File: config.mk
export PLATFORM = sky130hd
export DESIGN_NAME = riscv_core_div_ctrl
export DESIGN_NICKNAME = d
export VERILOG_FILES = /design/src/rtl/riscv_core_div_ctrl.sv
export SDC_FILE = /design/constraint.sdc
export NUM_CORES = 1
export LEC_CHECK = 0
export ABC_AREA = 1
export CAP_MARGIN = 20
export CORE_ASPECT_RATIO = 1.75
export CORE_MARGIN = 4
export CORE_UTILIZATION = 34
export DETAILED_ROUTE_END_ITERATION = 12
export PLACE_DENSITY = 0.69
export SKIP_LAST_GASP = 1
export SLEW_MARGIN = 20
export SYNTH_ARGS = -nofsm -noshare
export SYNTH_HDL_FRONTEND = slang
export SYNTH_SLANG_ARGS = --single-unit
export TNS_END_PERCENT = 100
File: constraint.sdc
create_clock -name i_divctl_clk -period 2.5 [get_ports i_divctl_clk]
set_input_delay 0.5 -clock i_divctl_clk [delete_from_list [all_inputs] [get_ports i_divctl_clk]]
set_output_delay 0.5 -clock i_divctl_clk [all_outputs]
set_load 0.02 [all_outputs]
File: src/rtl/riscv_core_div_ctrl.sv
// Issue/sequencing controller for the RV64 M-extension divider: one request in flight, special cases answered in 1 cycle.
// Normal ops launch riscv_core_div and hold its result until writeback takes it; rvalid holds under backpressure.
module riscv_core_div_ctrl #(
  parameter int XLEN    = 64,
  parameter int TAG_W   = 5,
  parameter int TIMEOUT = 80
) (
  input  logic             i_divctl_clk,
  input  logic             i_divctl_rst,
  input  logic             i_divctl_flush,
  input  logic             i_divctl_valid,
  output logic             o_divctl_ready,
  input  logic [XLEN-1:0]  i_divctl_srcA,
  input  logic [XLEN-1:0]  i_divctl_srcB,
  input  logic [1:0]       i_divctl_control,
  input  logic             i_divctl_isword,
  input  logic [TAG_W-1:0] i_divctl_tag,
  output logic [XLEN-1:0]  o_divctl_div_srcA,
  output logic [XLEN-1:0]  o_divctl_div_srcB,
  output logic [1:0]       o_divctl_div_control,
  output logic             o_divctl_div_isword,
  output logic             o_divctl_div_en,
  input  logic             i_divctl_div_done,
  input  logic [XLEN-1:0]  i_divctl_div_result,
  output logic             o_divctl_rvalid,
  input  logic             i_divctl_rready,
  output logic [XLEN-1:0]  o_divctl_result,
  output logic [TAG_W-1:0] o_divctl_rtag,
  output logic             o_divctl_dbz,
  output logic             o_divctl_ovf,
  output logic             o_divctl_err
);

  localparam logic [2:0] S_IDLE  = 3'd0;
  localparam logic [2:0] S_ISSUE = 3'd1;
  localparam logic [2:0] S_WAIT  = 3'd2;
  localparam logic [2:0] S_RESP  = 3'd3;
  localparam logic [2:0] S_DRAIN = 3'd4;

  localparam int CNT_W = $clog2(TIMEOUT + 1);
  localparam logic [CNT_W-1:0] CNT_LAST = CNT_W'(TIMEOUT - 1);

  logic [2:0]       state_q, state_d;
  logic [CNT_W-1:0] cnt_q, cnt_d;
  logic [XLEN-1:0]  opa_q, opb_q;
  logic [1:0]       ctrl_q;
  logic             isword_q;
  logic [TAG_W-1:0] tag_q;
  logic [XLEN-1:0]  res_q;
  logic             dbz_q, ovf_q, err_q;

  logic             accept;
  logic             b_zero, ovf_hit, special;
  logic [XLEN-1:0]  a_sext32, spec_res;
  logic             load_div, timeout;

  assign o_divctl_ready = (state_q == S_IDLE) & ~i_divctl_flush & ~i_divctl_rst;
  assign accept         = i_divctl_valid & o_divctl_ready;

  // W-forms only look at the low word; the upper halves of both operands are don't-care.
  assign b_zero  = i_divctl_isword ? (i_divctl_srcB[31:0] == 32'h0)
                                   : (i_divctl_srcB == '0);
  assign ovf_hit = ~i_divctl_control[0] &
                   (i_divctl_isword
                     ? ((i_divctl_srcA[31:0] == 32'h8000_0000) && (i_divctl_srcB[31:0] == 32'hFFFF_FFFF))
                     : ((i_divctl_srcA == {1'b1, {(XLEN-1){1'b0}}}) && (i_divctl_srcB == {XLEN{1'b1}})));
  assign special  = b_zero | ovf_hit;
  assign a_sext32 = {{(XLEN-32){i_divctl_srcA[31]}}, i_divctl_srcA[31:0]};

  always_comb begin
    spec_res = '0;
    if (b_zero) begin
      if (i_divctl_control[1]) spec_res = i_divctl_isword ? a_sext32 : i_divctl_srcA;
      else                     spec_res = '1;
    end else if (ovf_hit) begin
      if (!i_divctl_control[1]) spec_res = i_divctl_isword ? {{(XLEN-32){1'b1}}, 32'h8000_0000}
                                                           : i_divctl_srcA;
    end
  end

  always_comb begin
    state_d  = state_q;
    cnt_d    = cnt_q;
    load_div = 1'b0;
    timeout  = 1'b0;
    case (state_q)
      S_IDLE: begin
        if (accept) state_d = special ? S_RESP : S_ISSUE;
      end
      S_ISSUE: begin
        state_d = i_divctl_flush ? S_DRAIN : S_WAIT;
        cnt_d   = '0;
      end
      S_WAIT: begin
        // A flush racing with done simply drops the result; nothing is left to drain.
        if (i_divctl_flush) begin
          state_d = i_divctl_div_done ? S_IDLE : S_DRAIN;
          cnt_d   = '0;
        end else if (i_divctl_div_done) begin
          load_div = 1'b1;
          state_d  = S_RESP;
        end else if (cnt_q == CNT_LAST) begin
          timeout = 1'b1;
          state_d = S_IDLE;
        end else begin
          cnt_d = cnt_q + 1'b1;
        end
      end
      S_DRAIN: begin
        if (i_divctl_div_done) begin
          state_d = S_IDLE;
        end else if (cnt_q == CNT_LAST) begin
          timeout = 1'b1;
          state_d = S_IDLE;
        end else begin
          cnt_d = cnt_q + 1'b1;
        end
      end
      S_RESP: begin
        if (i_divctl_flush || i_divctl_rready) state_d = S_IDLE;
      end
      default: state_d = S_IDLE;
    endcase
  end

  always_ff @(posedge i_divctl_clk) begin
    if (i_divctl_rst) begin
      state_q  <= S_IDLE;
      cnt_q    <= '0;
      opa_q    <= '0;
      opb_q    <= '0;
      ctrl_q   <= '0;
      isword_q <= 1'b0;
      tag_q    <= '0;
      res_q    <= '0;
      dbz_q    <= 1'b0;
      ovf_q    <= 1'b0;
      err_q    <= 1'b0;
    end else begin
      state_q <= state_d;
      cnt_q   <= cnt_d;
      // Operand registers only change on accept, so they stay stable for the whole divider run.
      if (accept) begin
        opa_q    <= i_divctl_srcA;
        opb_q    <= i_divctl_srcB;
        ctrl_q   <= i_divctl_control;
        isword_q <= i_divctl_isword;
        tag_q    <= i_divctl_tag;
      end
      if (accept && special) begin
        res_q <= spec_res;
        dbz_q <= b_zero;
        ovf_q <= ~b_zero & ovf_hit;
      end else if (load_div) begin
        res_q <= i_divctl_div_result;
        dbz_q <= 1'b0;
        ovf_q <= 1'b0;
      end
      if (timeout) err_q <= 1'b1;
    end
  end

  assign o_divctl_div_srcA    = opa_q;
  assign o_divctl_div_srcB    = opb_q;
  assign o_divctl_div_control = ctrl_q;
  assign o_divctl_div_isword  = isword_q;
  assign o_divctl_div_en      = (state_q == S_ISSUE);
  assign o_divctl_rvalid      = (state_q == S_RESP);
  assign o_divctl_result      = res_q;
  assign o_divctl_rtag        = tag_q;
  assign o_divctl_dbz         = dbz_q;
  assign o_divctl_ovf         = ovf_q;
  assign o_divctl_err         = err_q;

endmodule

# Word level (Yosys, flattened, before mapping)
# Index checks and enable logic that the tools add are counted.
# totals
regBits,213
input_bits,206
word_cells,77
# classes
add_sub_neg,1
eq_ne,11
muxes,34
n_bitwise,10
n_reduce_logical,10
# op_table
cell,count
two-way mux 64 bit,8
"equality test 64 bit, second input constant",2
"equality test 32 bit, second input constant",2
logical NOT 64 bit,1
logical NOT 32 bit,1
two-way mux 3 bit,8
two-way mux 7 bit,3
one-hot mux 7 bit (3 select lines),1
one-hot mux 3 bit (5 select lines),1
two-way mux 1 bit,11
"adder 7 x 1 -> 7 bit, second input constant",1
"equality test 7 bit, second input constant",1
"equality test 3 x 2 -> 1 bit, second input constant",2
AND 1 bit,5
NOT 1 bit,4
"equality test 3 x 1 -> 1 bit, second input constant",1
"equality test 3 bit, second input constant",1
logical AND 1 bit,3
logical NOT 3 bit,1
nonzero test 3 bit,1
two-way mux 2 bit,1
"inequality test 2 x 1 -> 1 bit, second input constant",1
"inequality test 2 bit, second input constant",1
one-hot mux 1 bit (2 select lines),1
other kinds (4),4

# Depth between registers and ports, before layout
# Gate-level depths: netlist of the first run.
# logic_depth
ltp_word,8
mapped_depth,16
mapped_depth_nobuf,14

# Least setup slack after synthesis of the first run
# Ideal clock, no wire load.
# synth_path
path_kind,input -> register
startpoint,in i_divctl_srcB[24]
endpoint,reg res_q[34] (netlist: o_divctl_result[34])
setup_ps,132
arrival_ps,1779
required_time_ps,2368
path_slack_ps,589
path_stages,9
path_buffers,1
path_cell_list,nor4_1 > nand3_1 > nor2_4 > nand2_2 > a21oi_4 > buf_2 > nand2_1 > nand2_1 > a21oi_1
# synth_via
elab_chain_len,7
word_cells_on_any_way,15
classes_between,eq/ne: 2; mux: 5; bitwise: 2; reduce/logical: 6
# synth_lines
element,line,text
"start, declared",14,"input logic [XLEN-1:0] i_divctl_srcB,"
equality test 64 bit or equality test 32 bit (tied branches),"66, 65",
logical AND 1 bit (on tied branches),"66, 65",
two-way mux 1 bit,65,? ((i_divctl_srcA[31:0] == 32'h8000_0000) && (i_divctl_srcB[31:0] == 32'hFFFF_FFFF))
AND 1 bit,63,assign ovf_hit = ~i_divctl_control[0] &
two-way mux 64 bit or OR 1 bit (tied branches),"75, 67",
two-way mux 64 bit or logical AND 1 bit (tied branches),"72, 150",
two-way mux 64 bit or nonzero test 2 bit (tied branches),n/a,
"end signal, assigned",151,res_q <= spec_res;
"end signal, assigned",155,res_q <= i_divctl_div_result;
"end, declared",49,logic [XLEN-1:0] res_q;
# Several ways; a longest one is shown, not always the timed one.
# A chain may end at the register's enable or synchronous reset.

# Worst setup path after layout of the first run
# layout_path
startpoint,in i_divctl_srcB[13]
endpoint,reg res_q[44] (netlist: o_divctl_result[44])
# Same word-level chain as after synthesis.

==> summary.txt, run 1 <==
Floorplanning
  • Initial Utilization: 34.3%
  • Die extent in y: 241 um
  • Rows: 85
  • I/O pins: 412
  • Die ar.: 34000 um^2
  • Core area: 30700 um^2
  • Die X-Extent: 141 um

Yosys
  • Post-synthesis sequential area ratio: 40.4%
  • Post-synth EDFFs: 0
  • Net Count, Synth: 1818
  • #FFs+latches synth: 213
  • Largest cells by area after synthesis: dfxtp_1, o21ai_0, a21oi_1
  • Synth Warn #: 0
  • Ys async rst share: 0%
  • Mean Syn Cell Area: 6.55 um^2
  • Synth top cells by count: o21ai_0, nand2_1, dfxtp_1, inv_1, a21oi_1
  • Synth area leader: dfxtp_1
  • Synth Flop Type: dfxtp_1
  • Syn Inst Count: 1611
  • Synth unique cells: 31
  • Post-synth top area share: 40.4%
  • Most numerous cell in the Yosys netlist: o21ai_0
  • Post-Syn Area: 10600 um^2

Clock network
  • CTS clock-pin slew for the worst setup and hold paths: 60 ps
  • CTS sink count: 213
  • Skew-Pair Late Insertion Delay: 530 ps
  • Clk Tree Root Cell: clkbuf_16
  • Setup bufs post-CTS: 0
  • H-tree Lvls: 1
  • Max Buffers Root-to-Sink: 3
  • Hold Buf Count CTS: 0
  • Cts bufs inserted: 22
  • CTS tree: done

Drt
  • Vias/cell: 4.99
  • Vias: 12300
  • DR iter-0 viols: 876
  • DRT Pass-1 Iters: 5
  • Remaining DRCs: 0
  • Routed wire length: 43.0 mm
  • Post-route ant nets: 0
  • Drt wl/cell: 17.4 um

Worst hold path
  • Hold WC Path Type: reg2reg

Global route
  • Largest net degree at the start of global routing: 73
  • First-pass GRT wire length: 65.4 mm
  • Met3 usage: 4.62%
  • GRT Util Overall: 24.0%
  • Number of global-route vias before repair: 11800
  • Met2 Usage GRT: 41.7%
  • GRT Max-Usage Layer: met2
  • Antenna violations before repair: 5
  • Met1 usage: 28.4%
  • Gr ovfl total: 0

Pwr
  • Peak VDD IR: 533 uV
  • PD cells: 527 nW/um^2
  • Design Power: 8.74 mW
  • Pleak: 6.75 nW

Timing
  • Final worst slack: 228 ps
  • Final Critical Period: 2270 ps
  • Max Clk Rate: 440 MHz
  • Final Hold Fails: 0
  • Slew Viols, Final: 0
  • Final Cycle Share: 90.9%
  • Final Skew: 23.1 ps
  • RSZ-0062 raised after global routing: no
  • Final setup fails: 0
  • Slew headroom: 63.9%
  • Worst Max-Slew Pin Slew: 542 ps
  • Worst Hold Margin: 470 ps

Placed design
  • Number of port buffers: 411
  • Placer Congestion: 0.892
  • Placed Area: 15800 um^2
  • Pre-CTS setup slack: -303 ps
  • HPWL after DPL: 32.8 mm
  • Dpl cells: 2423

Worst setup path
  • Critical path's slowest cell: clkdlybuf4s50_1
  • Buffers plus inverters on the worst setup path: 3
  • Cell Chain, Critical Path: clkdlybuf4s50_1 -> nand2_1 -> inv_1 -> nand2_1 -> nor2_1 -> nand2_1 -> nor2_1 -> nand2_1 -> nor2_1 -> nand2_2 -> a21oi_4 -> buf_4 -> nand2_1 -> nand2_1 -> a21oi_1
  • WP data arrival: 2640 ps
  • Delay-heaviest family, CP: simple AND/OR/NAND/NOR gates
  • Crit Path Category: in2reg
  • Worst setup SP type: input pin
  • Critical path's largest stage delay: 500 ps
  • Worst setup EP type: register
  • Crit path top cell by count: nand2_1
  • Critical Path Fanout Max: 19
  • Data required time of the worst path: 2870 ps

Outcome
  • Status: finished, final reports clean

Flow run
  • MaxCap Viol Count: 0

Cells and area
  • Final std cells w/o fill: 2468
  • Nets: 2263
  • Area growth syn-to-layout: 57.2%
  • Proportion of layout cells with a drive suffix above 1: 9.07%
  • Design Area, Final: 16600 um^2
cell usage in the layout (no fill, tap or decap), drive strengths merged:
cell / netlist / final
nand2: 237 / 237
a21oi: 205 / 205
diode: 0 / 5
nand3: 144 / 144
nand4: 25 / 25
xor2: 2 / 2
ha: 1 / 1
bufinv: 0 / 3
xnor2: 1 / 1
clkinv: 0 / 5
buf: 53 / 128
clkbuf: 64 / 32
clkdlybuf4s50: 0 / 407
a221oi: 1 / 1
or2: 1 / 1
dlymetal6s2s: 0 / 2
nor2: 158 / 158
a31oi: 1 / 1
nor3: 10 / 10
nand3b: 1 / 1
inv: 221 / 220
nor4: 4 / 4
o21ai: 268 / 268
o21a: 1 / 1
dlygate4sd2: 0 / 1
dfxtp: 213 / 213
clkinvlp: 0 / 1
cells by family after synthesis:
kind of cell,after synthesis,share of synthesized area (%)
flops,213,40.4
xor+xnor,3,0.249
simple gates,580,23.6
buf+inv,338,12.8
compound gates,476,22.8
fa+ha+maj,1,0.119
routing by layer:
| layer | part of all wire (%) | routed length, um |
|---|---|---|
| met1 | 38 | 16500 |
| met4 | 5.0 | 2170 |
| met3 | 7.0 | 3020 |
| met2 | 50 | 21300 |
| met5 | 0 | 0 |
sequential cells by signal, summed over array words and instances, names as in the netlist:
signal	cells
o_divctl_div_isword	1
state_q	3
o_divctl_dbz	1
cnt_q	7
o_divctl_result	64
o_divctl_rtag	5
o_divctl_ovf	1
o_divctl_div_srcB	64
o_divctl_div_control	2
o_divctl_div_srcA	64
o_divctl_err	1
path summary, 6_finish.rpt:
kind | endpoint | start | slack [ps] | cells after the start
max | o_divctl_result[44] | i_divctl_srcB[13] | 230 | 15
min reg2reg | cnt_q[5] | cnt_q[5] | 470 | 2
max reg2reg | o_divctl_rtag[3] | state_q[2] | 510 | 9
min | cnt_q[5] | cnt_q[5] | 470 | 2
repair_timing:
| action | 4_1_cts | 5_1_grt |
|---|---|---|
| pin swaps | 0 | 0 |
| endpoints found under the setup margin | 1 | 2 |
| gates resized for setup | 1 | 2 |
| cloned | 0 | 0 |
final cells by class:
type                            count  area (um^2)
Antenna cell                        5         12.5
Fill cell                        2943        14200
Timing Repair Buffer              538         5250
Tap cell                          391          489
Inverter                          221          836
Multi-Input combinational cell   1060         4950
Sequential cell                   213         4260
Clock inverter                      8          133
Clock buffer                       32          648
where the power goes:
| group | switching [mW] | leakage (nW) | internal [mW] |
|---|---|---|---|
| Combinational | 0.788 | 4.63 | 0.760 |
| Sequential | 0.0715 | 1.73 | 3.53 |
| Clock | 1.46 | 0.380 | 2.12 |
| Total | 2.32 | 6.75 | 6.41 |
metrics by stage:
| step | setup TNS [ps] | util, % |
|---|---|---|
| after floorplan | 0 | - |
| after global placement | -17230 | 51.4 |
| after detailed placement | -17530 | 51.4 |
| after CTS | 0 | 53.9 |
| after global routing | 0 | 54.0 |
| final | 0 | 54.0 |
worst reg2reg max path, cell delays in order, from the launching register on:
cell	delay [ps]
dfxtp_1	340
nor2_1	110
inv_1	70
nor2_2	140
inv_2	70
nor3_4	150
nand2_2	170
buf_4	300
o21ai_0	450
nor2_1	80
(Power assumes the default switching activity.)
==> inputs of run 2 (changes only) <==
Settings changed: CORE_ASPECT_RATIO 1.75 to 0.8, MAX_ROUTING_LAYER set to met4.
==> summary.txt, run 2 (synthesized netlist as in run 1, its figures left out) <==
Global route
  • Antenna violations before repair: 0 (-5)
  • GRT Util Overall: 24.9% (+0.91 points)
  • Number of global-route vias before repair: 11900 (+1.2%)
  • Largest net degree at the start of global routing: 80 (+9.6%)
  • First-pass GRT wire length: 66.2 mm (+1.2%)
  • Gr ovfl total: 0 (unchanged)

Floorplanning
  • Rows: 57 (-33%)
  • Die X-Extent: 205 um (+45%)
  • I/O pins: 412 (unchanged)
  • Die extent in y: 166 um (-31%)
  • Initial Utilization: 34.6% (+0.32 points)
  • Die ar.: 33900 um^2 (-0.27%)
  • Core area: 30500 um^2 (-0.92%)

Clock network
  • Clk Tree Root Cell: clkbuf_16
  • Cts bufs inserted: 25 (+14%)
  • CTS sink count: 213 (unchanged)
  • CTS tree: done
  • Setup bufs post-CTS: 0 (unchanged)
  • Skew-Pair Late Insertion Delay: 530 ps (about the same)
  • Max Buffers Root-to-Sink: 3 (unchanged)
  • CTS clock-pin slew for the worst setup and hold paths: 60 ps (about the same)
  • H-tree Lvls: 1 (unchanged)

Cells and area
  • Nets: 2275 (+0.53%)
  • Most common cell after layout, fill and taps aside: clkdlybuf4s50_1
  • Commonest cells after routing, fill and taps aside: clkdlybuf4s50_1, o21ai_0, nand2_1
  • Fill count: 2920 (-0.78%)
  • Multi-input gate area: 4950 um^2 (+0.10%)
  • Area occupied by registers: 4260 um^2 (unchanged)
  • Final std cells w/o fill: 2498 (+1.2%)
  • Area growth syn-to-layout: 58.5%
  • Proportion of layout cells with a drive suffix above 1: 9.64% (+0.57 points)

Timing
  • Max Clk Rate: 418 MHz (-5.0%)
  • Final worst slack: 109 ps (-119 ps)
  • RSZ-0062 raised after global routing: no
  • Worst Max-Slew Pin Slew: 854 ps (+313 ps)
  • Final Skew: 9.37 ps (-13.8 ps)
  • Final setup fails: 0 (unchanged)
  • Final Hold Fails: 0 (unchanged)
  • Slew Viols, Final: 0 (unchanged)
  • Slew headroom: 43.0% (-21 points)
  • Final Critical Period: 2390 ps (+119 ps)
  • Final Cycle Share: 95.6% (+4.8 points)

Worst setup path
  • Delay-heaviest family, CP: simple AND/OR/NAND/NOR gates
  • WP data arrival: 2750 ps (+110 ps)
  • Buffers plus inverters on the worst setup path: 3 (unchanged)
  • Worst setup SP type: input pin
  • Cell Chain, Critical Path: clkdlybuf4s50_1 -> nor2_1 -> nand2_1 -> nor2_1 -> buf_4 -> nand2_1 -> nor2_1 -> nand3_1 -> nand2_2 -> nand2_2 -> a21oi_4 -> buf_12 -> nand2_1 -> nand2_1 -> a21oi_1
  • Critical Path Fanout Max: 32 (+13)
  • Critical path's largest stage delay: 450 ps (-50 ps)
  • Worst setup EP type: register
  • Critical path's slowest cell: clkdlybuf4s50_1
  • Reg2Reg Setup Slack: 490 ps (-20 ps)
  • Crit path top cell by count: nand2_1
  • Crit Path Category: in2reg
  • Data required time of the worst path: 2860 ps (about the same)

Pwr
  • PD cells: 533 nW/um^2 (+1.2%)
  • Peak VDD IR: 453 uV (-15%)
  • Pleak: 6.81 nW (+0.90%)

Drt
  • Routed wire length: 43.4 mm (+0.90%)
  • DRT Pass-1 Iters: 7 (+2)
  • DR iter-0 viols: 897 (+2.4%)
  • Remaining DRCs: 0 (unchanged)
  • Vias/cell: 4.96 (-0.59%)
  • Drt wl/cell: 17.4 um (-0.31%)
  • Post-route ant nets: 0 (unchanged)
  • Vias: 12400 (+0.62%)

Placed design
  • Placer Congestion: 0.913 (+2.3%)
  • Number of port buffers: 411 (unchanged)
  • HPWL after DPL: 32.4 mm (-1.4%)
  • Dpl cells: 2454 (+1.3%)
  • Pre-CTS setup slack: -347 ps (-44.8 ps)

Flow run
  • MaxCap Viol Count: 0 (unchanged)

Worst hold path
  • Hold WC Path Type: reg2reg

Outcome
  • Status: finished, final reports clean
[run 2: path summary, 6_finish.rpt]
| kind | depth (start not counted) | start | to |
|---|---|---|---|
| max | 15 | i_divctl_srcA[18] | o_divctl_result[21] |
| min | 2 | o_divctl_result[13] | o_divctl_result[13] |
| max reg2reg | 12 | state_q[2] | o_divctl_result[50] |
| min reg2reg | 2 | o_divctl_result[13] | o_divctl_result[13] |
[run 2: worst reg2reg max path, cell delays in order, from the launching register on]
cell     delay, ps
dfxtp_1        340
nor2_1         120
inv_1           70
nor2_2         130
inv_2           80
nor3_4         140
nand2_2        190
inv_6          210
nand2_4        130
buf_12         190
o21ai_0        150
nand2_1         70
a21oi_1        120
[run 2: what timing repair did]
| action | in CTS | in global routing |
|---|---|---|
| gates cloned | 0 | 0 |
| endpoints found under the setup margin | 1 | 25 |
| hold buffers | 0 | 0 |
| resized for setup | 1 | 2 |
[run 2: through the flow]
| step | hold slack, ps | utilization, % | power, mW | TNS (ps) | instance area (um^2) |
|---|---|---|---|---|---|
| 2_1_floorplan | 445 | - | 4.28 | 0 | 10600 |
| 3_3_place_gp | 454 | 52.2 | 5.21 | -20190 | 15900 |
| 3_5_place_dp | 471 | 52.2 | 5.23 | -19710 | 15900 |
| 4_1_cts | 482 | 54.9 | 9.00 | 0 | 16700 |
| 5_1_grt | 503 | 54.9 | 9.26 | 0 | 16700 |
| 6_report | 482 | 54.9 | 8.91 | 0 | 16700 |
[run 2: layout make-up]
cell class	instances	area share, %
Sequential cell	213	25.5
Clock inverter	8	0.629
Tap cell	413	3.09
Timing Repair Buffer	547	31.8
Inverter	221	5.00
Clock buffer	35	4.33
Antenna cell	1	0.0150
Multi-Input combinational cell	1060	29.6
[run 2: metal layers]
metal	up-vias	global-route usage (%)	share of wire (%)
met5	-	-	0
met4	0	5.84	2.6
met3	68	5.97	8.7
met2	482	40.6	46
met1	5682	31.7	42
li1	6158	-	-
[run 2: report_power, final]
part,internal (mW),switching (mW)
clock network,2.22,1.53
logic,0.765,0.789
registers,3.53,0.0722
